[src/rtl/fmac_arb_pkg.sv]
// Shared types and helpers for the packet-atomic MAC FIFO write arbiter.
package fmac_arb_pkg;

    localparam int DEPTH_DEF = 512;
    localparam int PTR_DEF   = 9;
    localparam int LEN_W_DEF = 10;

    typedef enum logic [1:0] {
        IDLE = 2'd0,
        XFER = 2'd1,
        GAP  = 2'd2
    } state_t;

    function automatic int unsigned rr_next(input int unsigned idx, input int unsigned n);
        return (idx + 1 >= n) ? 0 : idx + 1;
    endfunction

endpackage

[src/rtl/fmac_rr_pick.sv]
// Combinational round-robin picker: first set bit of eligible at or after ptr, wrapping.
module fmac_rr_pick
    import fmac_arb_pkg::*;
#(
    parameter int N_REQ = 2,
    parameter int IDX_W = 1
) (
    input  logic [N_REQ-1:0] eligible,
    input  logic [IDX_W-1:0] ptr,
    output logic [N_REQ-1:0] onehot,
    output logic [IDX_W-1:0] idx,
    output logic             found
);

    int unsigned j;

    always_comb begin
        onehot = '0;
        idx    = '0;
        found  = 1'b0;
        j      = 32'(ptr);
        for (int k = 0; k < N_REQ; k++) begin
            if (!found && eligible[j]) begin
                onehot[j] = 1'b1;
                idx       = IDX_W'(j);
                found     = 1'b1;
            end
            j = rr_next(j, N_REQ);
        end
    end

endmodule

[src/rtl/fmac_fifo_wr_arb.sv]
// Packet-atomic round-robin write arbiter for a shared MAC FIFO.
// Optional length checking (len_err/len_err_src) is enabled by defining FMAC_ARB_LEN_CHECK_EN.
module fmac_fifo_wr_arb
    import fmac_arb_pkg::*;
#(
    parameter int N_REQ = 2,
    parameter int WIDTH = 64,
    parameter int DEPTH = DEPTH_DEF,
    parameter int PTR   = PTR_DEF,
    parameter int LEN_W = LEN_W_DEF
) (
    input  logic                   clk,
    input  logic                   srst,
    input  logic [N_REQ-1:0]       req,
    input  logic [N_REQ*LEN_W-1:0] req_len,
    input  logic [N_REQ*WIDTH-1:0] in_data,
    input  logic [N_REQ-1:0]       in_valid,
    input  logic [N_REQ-1:0]       in_last,
    output logic [N_REQ-1:0]       in_ready,
    output logic [N_REQ-1:0]       grant,
    output logic                   fifo_wrreq,
    output logic [WIDTH-1:0]       fifo_data,
    input  logic                   fifo_full,
    input  logic [PTR:0]           fifo_usedw,
    output logic                   busy
`ifdef FMAC_ARB_LEN_CHECK_EN
    ,
    output logic                   len_err,
    output logic [N_REQ-1:0]       len_err_src
`endif
);

    localparam int IDX_W = $clog2(N_REQ);

    // Free space DEPTH-1-usedw, clamped at zero so an overfull level never wraps positive.
    function automatic logic [LEN_W:0] room_sat(input logic [PTR:0] usedw);
        logic signed [LEN_W+1:0] diff;
        diff = $signed((LEN_W+2)'(DEPTH - 1)) - $signed({1'b0, (LEN_W+1)'(usedw)});
        return (diff < 0) ? '0 : diff[LEN_W:0];
    endfunction

    state_t             state, state_n;
    logic [IDX_W-1:0]   gidx;
    logic [IDX_W-1:0]   ptr;
    logic [LEN_W-1:0]   cnt;
    logic [LEN_W:0]     room;
    logic [N_REQ-1:0]   eligible;
    logic [N_REQ-1:0]   pick_onehot;
    logic [IDX_W-1:0]   pick_idx;
    logic               found;
    logic [LEN_W-1:0]   pick_len;
    logic               xfer;
    logic               sel_valid;
    logic               sel_last;
    logic [WIDTH-1:0]   sel_data;
    logic               accept;
    logic               last_word;

    assign room = room_sat(fifo_usedw);

    always_comb begin
        eligible = '0;
        for (int i = 0; i < N_REQ; i++) begin
            eligible[i] = req[i] && (req_len[i*LEN_W +: LEN_W] != '0) &&
                          ({1'b0, req_len[i*LEN_W +: LEN_W]} <= room);
        end
    end

    fmac_rr_pick #(
        .N_REQ (N_REQ),
        .IDX_W (IDX_W)
    ) u_pick (
        .eligible (eligible),
        .ptr      (ptr),
        .onehot   (pick_onehot),
        .idx      (pick_idx),
        .found    (found)
    );

    assign pick_len  = req_len[pick_idx*LEN_W +: LEN_W];

    assign xfer      = (state == XFER);
    assign sel_valid = in_valid[gidx];
    assign sel_last  = in_last[gidx];
    assign sel_data  = in_data[gidx*WIDTH +: WIDTH];

    assign in_ready   = (xfer && !fifo_full) ? grant : '0;
    assign fifo_wrreq = xfer && sel_valid && !fifo_full;
    assign fifo_data  = xfer ? sel_data : '0;
    assign accept     = fifo_wrreq;
    // A packet ends on whichever comes first: the source's in_last or the reserved length.
    assign last_word  = accept && (sel_last || (cnt == LEN_W'(1)));
    assign busy       = (state != IDLE);

    always_comb begin
        state_n = state;
        case (state)
            IDLE:    if (found) state_n = XFER;
            XFER:    if (last_word) state_n = GAP;
            GAP:     state_n = IDLE;
            default: state_n = IDLE;
        endcase
    end

    always_ff @(posedge clk) begin
        if (srst) begin
            state <= IDLE;
            grant <= '0;
            gidx  <= '0;
            cnt   <= '0;
            ptr   <= '0;
        end else begin
            state <= state_n;
            if (state == IDLE && found) begin
                grant <= pick_onehot;
                gidx  <= pick_idx;
                cnt   <= pick_len;
            end
            if (accept) cnt <= cnt - LEN_W'(1);
            if (last_word) begin
                grant <= '0;
                ptr   <= IDX_W'(rr_next(32'(gidx), N_REQ));
            end
        end
    end

`ifdef FMAC_ARB_LEN_CHECK_EN
    // In_last and counter exhaustion must coincide; either one alone is a length error.
    logic len_bad;
    assign len_bad = accept && (sel_last != (cnt == LEN_W'(1)));

    always_ff @(posedge clk) begin
        if (srst) begin
            len_err     <= 1'b0;
            len_err_src <= '0;
        end else begin
            len_err <= len_bad;
            if (len_bad) len_err_src <= grant;
        end
    end
`endif

endmodule

[config.mk]
export PLATFORM = sky130hd
export DESIGN_NAME = fmac_fifo_wr_arb
export DESIGN_NICKNAME = d
export VERILOG_FILES = /design/src/rtl/fmac_arb_pkg.sv /design/src/rtl/fmac_rr_pick.sv /design/src/rtl/fmac_fifo_wr_arb.sv
export SDC_FILE = /design/constraint.sdc
export NUM_CORES = 1
export LEC_CHECK = 0
export CAP_MARGIN = 20
export CORE_MARGIN = 2
export CORE_UTILIZATION = 31
export CTS_CLUSTER_DIAMETER = 40
export CTS_CLUSTER_SIZE = 14
export DETAILED_ROUTE_END_ITERATION = 12
export GPL_ROUTABILITY_DRIVEN = 0
export PLACE_DENSITY_LB_ADDON = 0.3
export REMOVE_ABC_BUFFERS = 1
export SYNTH_ARGS = -nofsm -noshare
export SYNTH_HDL_FRONTEND = slang
export SYNTH_SLANG_ARGS = --single-unit
[constraint.sdc]
create_clock -name clk -period 2.9 [get_ports clk]
set_input_delay 0.435 -clock clk [delete_from_list [all_inputs] [get_ports clk]]
set_output_delay 0.435 -clock clk [all_outputs]
set_load 0.01 [all_outputs]
Yosys cells after proc, flatten, opt, wreduce, memory -nomap -nowiden --
Cells that the tools add are included.
Storage, ports and cells: register bits after elaboration 16, input bits 167
Operators by class: reductions and logical operators 22, shift-type cells 2, magnitude comparators 10, add/subtract/negate cells 4, multiplexer cells 28, equal/unequal tests 4, bitwise operators 1, multipliers 1
Operators by type and width (number):
- 128-bit by 8-bit variable part select with 64-bit output | 1
- 64-bit 2-to-1 mux | 1
- 32-bit by 1-bit greater-or-equal comparator with 1-bit output (second input constant) | 1
- 32-bit by 2-bit greater-or-equal comparator with 1-bit output (second input constant) | 1
- 32-bit by 2-bit less-than comparator with 1-bit output (second input constant) | 1
- 32-bit 2-to-1 mux | 1
- 10-bit by 11-bit less-or-equal comparator with 1-bit output | 2
- 10-bit 2-to-1 mux | 2
- 10-bit nonzero test | 2
- 20-bit by 6-bit variable part select with 10-bit output | 1
- 1-bit 2-to-1 mux | 15
- 1-bit logical AND | 12
- 11-bit by 1-bit less-than comparator with 1-bit output (second input constant) | 1
- 11-bit 2-to-1 mux | 1
- 9-bit by 10-bit subtractor with 11-bit output (first input constant) | 1
- 10-bit by 1-bit == test with 1-bit output (second input constant) | 1
- 2-bit 2-to-1 mux | 5
- 10-bit by 1-bit subtractor with 10-bit output (second input constant) | 1
- 1-bit by 1-bit adder with 2-bit output (second input constant) | 2
- 1-bit by 2-bit less-than comparator with 1-bit output (second input constant) | 2
- 1-bit by 3-bit multiplier with 4-bit output (second input constant) | 1
- 2-bit one-hot mux with 2 select lines | 1
- 2-bit nonzero test | 2
- 1-bit demux with 1-bit select | 2
- 11 further kinds | 12

Logic depth before layout (Yosys ltp) --
depth after elaboration 15, gate-level depth with buffers 10, depth with buffers taken out 9

Cells and area by module --
Synthesis repeated with hierarchy kept, for this count alone.
Second synthesis, totals: cell total of the unflattened synthesis 329, area total of the unflattened synthesis 2464.9 µm²
Modules (own cells, without submodules):
- fmac_fifo_wr_arb | area each 2432.3 µm², instances 1, cells an instance 324
- fmac_rr_pick | area each 32.5 µm², instances 1, cells an instance 5

Worst setup path after synthesis --
OpenSTA, ideal clock, no wires.
path type in2reg, start point input port fifo_usedw[9], end point register cnt[7], stages on the path 10, path buffers 1, path slack 0.267 ns, data required time 2.768 ns, data arrival time 2.501 ns, path through or2_2 -> ha_1 -> nand4_1 -> or4_1 -> o211a_2 -> nor3b_2 -> or3_1 -> buf_6 -> mux2i_1 -> a211oi_2
Between the ends: longest elaborated chain between the ends 15, elaborated cells on any way between the ends 23, those cells by class 1 x add/sub; 1 x mul; 3 x order compare; 1 x shift; 11 x mux; 6 x reduce/logical
Ends and longest elaborated chain:
- start, declared | line fmac_fifo_wr_arb.sv:24 | input logic [PTR:0] fifo_usedw,
- 9-bit by 10-bit subtractor with 11-bit output * | line fmac_fifo_wr_arb.sv:38 | diff = $signed((LEN_W+2)'(DEPTH - 1)) - $signed({1'b0, (LEN_W+1)'(usedw)});
- 11-bit by 1-bit less-than comparator with 1-bit output | line fmac_fifo_wr_arb.sv:39 | return (diff < 0) ? '0 : diff[LEN_W:0];
- 11-bit 2-to-1 mux * | line fmac_fifo_wr_arb.sv:39
- 10-bit by 11-bit less-or-equal comparator with 1-bit output | line fmac_fifo_wr_arb.sv:65 | ({1'b0, req_len[i*LEN_W +: LEN_W]} <= room);
- 1-bit logical AND | line fmac_fifo_wr_arb.sv:64 | eligible[i] = req[i] && (req_len[i*LEN_W +: LEN_W] != '0) &&
- 1-bit 2-to-1 mux (not written as such) (2 in a row) | line fmac_rr_pick.sv:23 | if (!found && eligible[j]) begin
- 1-bit 2-to-1 mux | line fmac_rr_pick.sv:23
- 1-bit logical NOT | line fmac_rr_pick.sv:23
- 1-bit logical AND | line fmac_rr_pick.sv:23
- 1-bit 2-to-1 mux | line fmac_rr_pick.sv:23
- 1-bit by 3-bit multiplier with 4-bit output | line fmac_fifo_wr_arb.sv:80 | assign pick_len = req_len[pick_idx*LEN_W +: LEN_W];
- 20-bit by 6-bit variable part select with 10-bit output | line fmac_fifo_wr_arb.sv:80
- 10-bit 2-to-1 mux | line fmac_fifo_wr_arb.sv:114 | if (state == IDLE && found) begin
- 10-bit 2-to-1 mux | line fmac_fifo_wr_arb.sv:119 | if (accept) cnt <= cnt - LEN_W'(1);
- end signal, assigned | line fmac_fifo_wr_arb.sv:117 | cnt <= pick_len;
- end signal, assigned | line fmac_fifo_wr_arb.sv:119
- end, declared | line fmac_fifo_wr_arb.sv:45 | logic [LEN_W-1:0] cnt;
Every way passes the cells marked *; elsewhere a longest branch is shown, timed or not. The select of a mux whose other input is x is not followed. A chain may end at the register's enable or synchronous reset.

Final worst setup path --
start point input port fifo_usedw[7], end point register grant[0]
Between the ends: longest elaborated chain between the ends 12, elaborated cells on any way between the ends 19, those cells by class 1 x add/sub; 3 x order compare; 9 x mux; 1 x bitwise; 5 x reduce/logical
Ends and longest elaborated chain:
- 9-bit by 10-bit subtractor with 11-bit output * | line fmac_fifo_wr_arb.sv:38
- 11-bit by 1-bit less-than comparator with 1-bit output | line fmac_fifo_wr_arb.sv:39
- 11-bit 2-to-1 mux * | line fmac_fifo_wr_arb.sv:39
- 10-bit by 11-bit less-or-equal comparator with 1-bit output | line fmac_fifo_wr_arb.sv:65
- 1-bit logical AND | line fmac_fifo_wr_arb.sv:64
- 1-bit 2-to-1 mux (not written as such) (2 in a row) | line fmac_rr_pick.sv:23
- 1-bit 2-to-1 mux | line fmac_rr_pick.sv:23
- 1-bit logical NOT | line fmac_rr_pick.sv:23
- 1-bit logical AND | line fmac_rr_pick.sv:23
- 1-bit 2-to-1 mux | line fmac_rr_pick.sv:23
- 1-bit logical AND | line fmac_fifo_wr_arb.sv:114
- end signal, assigned | line fmac_fifo_wr_arb.sv:115 | grant <= pick_onehot;
- end, declared | line fmac_fifo_wr_arb.sv:20 | output logic [N_REQ-1:0] grant,
Marks and branches as above.

==> flow_metrics.tcl <==
set metrics [dict create \
    swShare 0.3569 \
    core_um2 7727 \
    worstSetupPathType "input port to register" \
    nets 773 \
    cts_max_path_buffers 2 \
    io_buffers 236 \
    fin_cells 692 \
    die_height_um 93.08 \
    intPower_w 0.0009157 \
    seq_area_frac_synth 0.1302 \
    yosysMostFrequentCell "nor2_1" \
    layout_setup_ws_ns 0.004712 \
    grt_max_degree 58 \
    first_iter_violations 150 \
    ios 237 \
    regArea_um2 324.1 \
    ys_types 45 \
    cp-end-kind "register" \
    htreeDepth 1 \
    drv_cap 0 \
    placed_area_um2 5102 \
    dieArea_um2 8664 \
    ys.flop_type "dfxtp_1" \
    cts_hold_buffers 0 \
    period_share 0.9984 \
    ys_top_cells_by_area "mux2i_1 (31%), dfxtp_1 (13%), nor2_1 (12%), ha_1 (10%), or2_2 (2.5%)" \
    clk_latency_ns 0.25 \
    vias_per_cell 5.137 \
    p_per_area_nw_per_um2 265.9 \
    fin_area_um2 5355 \
    root_buffer "clkbuf_8" \
    track_usage 0.2684 \
    ys_seq_elements 16 \
    cts.clk_slew.worst_paths_ns 0.06 \
    grt_first_pass_wirelength_um 18200 \
    ys_top_cells_by_count "nor2_1 (81), mux2i_1 (75), ha_1 (20)" \
    cp.required_ns 3.05 \
    hold_slack_ns 0.5107 \
    num_vias 3555 \
    skew_ns 0.005391 \
    area_delta_synth_final_pct 117.7 \
    wl_um 13110 \
    row_count 32 \
    antenna_left 0 \
    fin_crit_ns 2.895 \
    clkPwrFrac 0.137 \
    drive_gt1_frac 0.1128 \
    synth_cells 334 \
    tightest_slew_ns 0.3948 \
    synth_top_area_cell "mux2i_1" \
    dieWidth_um 93.08 \
    tritoncts "built" \
    synth_top_area_frac 0.3052 \
    switching_power_w 0.0005081 \
    relSlewSlack 0.7368 \
    dpl.cell_count 680 \
    grt_overflow_total 0 \
    syn_area_um2 2460 \
    ys_warn_count 0 \
    setup_tns_ns 0 \
    hold_violations 0 \
    crit_path_max_fanout 4 \
    drc 0 \
    slew_violations 0 \
    hpwl_um 10620 \
    setup_viol 0 \
    fmax_mhz 345.4 \
    cts.sinks 16 \
    fill_cells 602 \
    power.leakage_nw 1.997 \
    synth_edf_count 0 \
    antenna_found_initial 5 \
    grt_pass1_vias 3447 \
    status "complete, no violations" \
    combPwrFrac 0.671 \
    cts_inserted_buffers 3 \
    firstDrtPassIters 4 \
    async_reset_ff_frac 0 \
    startpoint_type "input port" \
    pre_cts_ws_ns -0.5740 \
    arrival_ns 3.04 \
    sequentialPowerShare 0.192 \
    start_util 0.3183 \
    syn_area_per_cell_um2 7.365 \
    detail_route.wl_per_cell_um 18.95 \
    multi_input_area_um2 2201 \
    peakVddDrop_uv 159.1 \
    hold_class "register to register" \
]
==> cell usage in the layout (no fill, tap or decap), drive strengths merged, types with 2 or more instances in the layout <==
| master | netlist | routed |
|---|---|---|
| a211oi | 5 | 5 |
| a21oi | 12 | 12 |
| a31oi | 2 | 2 |
| and2 | 2 | 2 |
| buf | 11 | 29 |
| clkbuf | 8 | 5 |
| clkdlybuf4s50 | 0 | 231 |
| dfxtp | 16 | 16 |
| diode | 0 | 5 |
| dlymetal6s2s | 0 | 4 |
| ha | 20 | 20 |
| inv | 9 | 9 |
| mux2i | 75 | 75 |
| nand2 | 10 | 10 |
| nand2b | 3 | 3 |
| nand3 | 6 | 6 |
| nand3b | 3 | 3 |
| nand4 | 2 | 2 |
| nand4b | 2 | 2 |
| nor2 | 81 | 81 |
| nor2b | 2 | 2 |
| nor3 | 3 | 3 |
| nor3b | 4 | 4 |
| nor4 | 5 | 5 |
| o211ai | 6 | 6 |
| o21a | 3 | 3 |
| o21ai | 9 | 9 |
| o22ai | 4 | 4 |
| or2 | 10 | 10 |
| or3 | 5 | 6 |
| or4 | 3 | 3 |
| xnor2 | 2 | 2 |
==> routing by layer <==
layer,wire (um),track usage,part of all wire,up-vias
li1,-,-,-,1713
met1,5115,0.3197,0.39,1589
met2,6260,0.4746,0.48,219
met3,1447,0.09025,0.11,32
met4,274,0.04412,0.021,2
met5,16,0,0.0012,-
==> state kept, by name, summed over array words and instances (netlist names) <==
register  cells
state         2
gidx          1
cnt          10
grant         2
ptr           1
==> critical path: stages <==
cell and delay, ns:
clkdlybuf4s50_1 0.38, or2_2 0.29, ha_1 0.32, nand3b_1 0.14, nor3_1 0.27, a21oi_1 0.12, o21a_1 0.18, or3_4 0.43
or2_2 0.33, nor3b_1 0.15
==> kinds of logic after synthesis <==
kind of cell / share of synthesized area
AND/OR/NAND/NOR: 0.2742
buffers and inverters: 0.04832
flip-flops: 0.1302
multiplexers: 0.3052
AO/OA/AOI/OAI: 0.1333
adder cells (fa/ha/maj): 0.1017
XOR/XNOR: 0.007122
==> power groups by stage <==
| stage | Combinational (W) | Sequential [W] | Clock [W] |
|---|---|---|---|
| 5_1_grt | 0.00102 | 0.000276 | 0.000203 |
| 6_report | 0.000955 | 0.000273 | 0.000196 |
| 2_1_floorplan | 0.000368 | 0.000293 | 0 |
| 4_1_cts | 0.000916 | 0.000272 | 0.000198 |
| 3_3_place_gp | 0.000883 | 0.000275 | 0 |
| 3_5_place_dp | 0.000900 | 0.000277 | 0 |
==> through the flow <==
step | util | power [W]
3_3_place_gp | 0.6603 | 0.001158
3_5_place_dp | 0.6603 | 0.001178
2_1_floorplan | - | 0.0006605
4_1_cts | 0.6765 | 0.001386
6_report | 0.6930 | 0.001424
5_1_grt | 0.6914 | 0.001499
==> area by class of cell <==
type | count | area share
Timing Repair Buffer | 265 | 0.4850
Tap cell | 102 | 0.02383
Antenna cell | 5 | 0.002336
Sequential cell | 16 | 0.06051
Multi-Input combinational cell | 290 | 0.4110
Inverter | 10 | 0.007009
Clock buffer | 4 | 0.01028
==> worst paths after layout <==
| kind | cells past startpoint | endpoint | slack [ns] | start |
|---|---|---|---|---|
| max reg2reg | 7 | cnt[5] | 0.76 | state[1] |
| min reg2reg | 2 | grant[1] | 0.51 | grant[1] |
| min | 2 | grant[1] | 0.51 | grant[1] |
| max | 10 | grant[0] | 0.005 | fifo_usedw[7] |
==> what timing repair did <==
item | 4_1_cts | 5_1_grt
gates resized for setup | 14 | 23
buffers inserted | 0 | 3
gates cloned | 0 | 1
pin swaps | 5 | 15
endpoints found under the setup margin | 14 | 14
(Power assumes the default switching activity.)
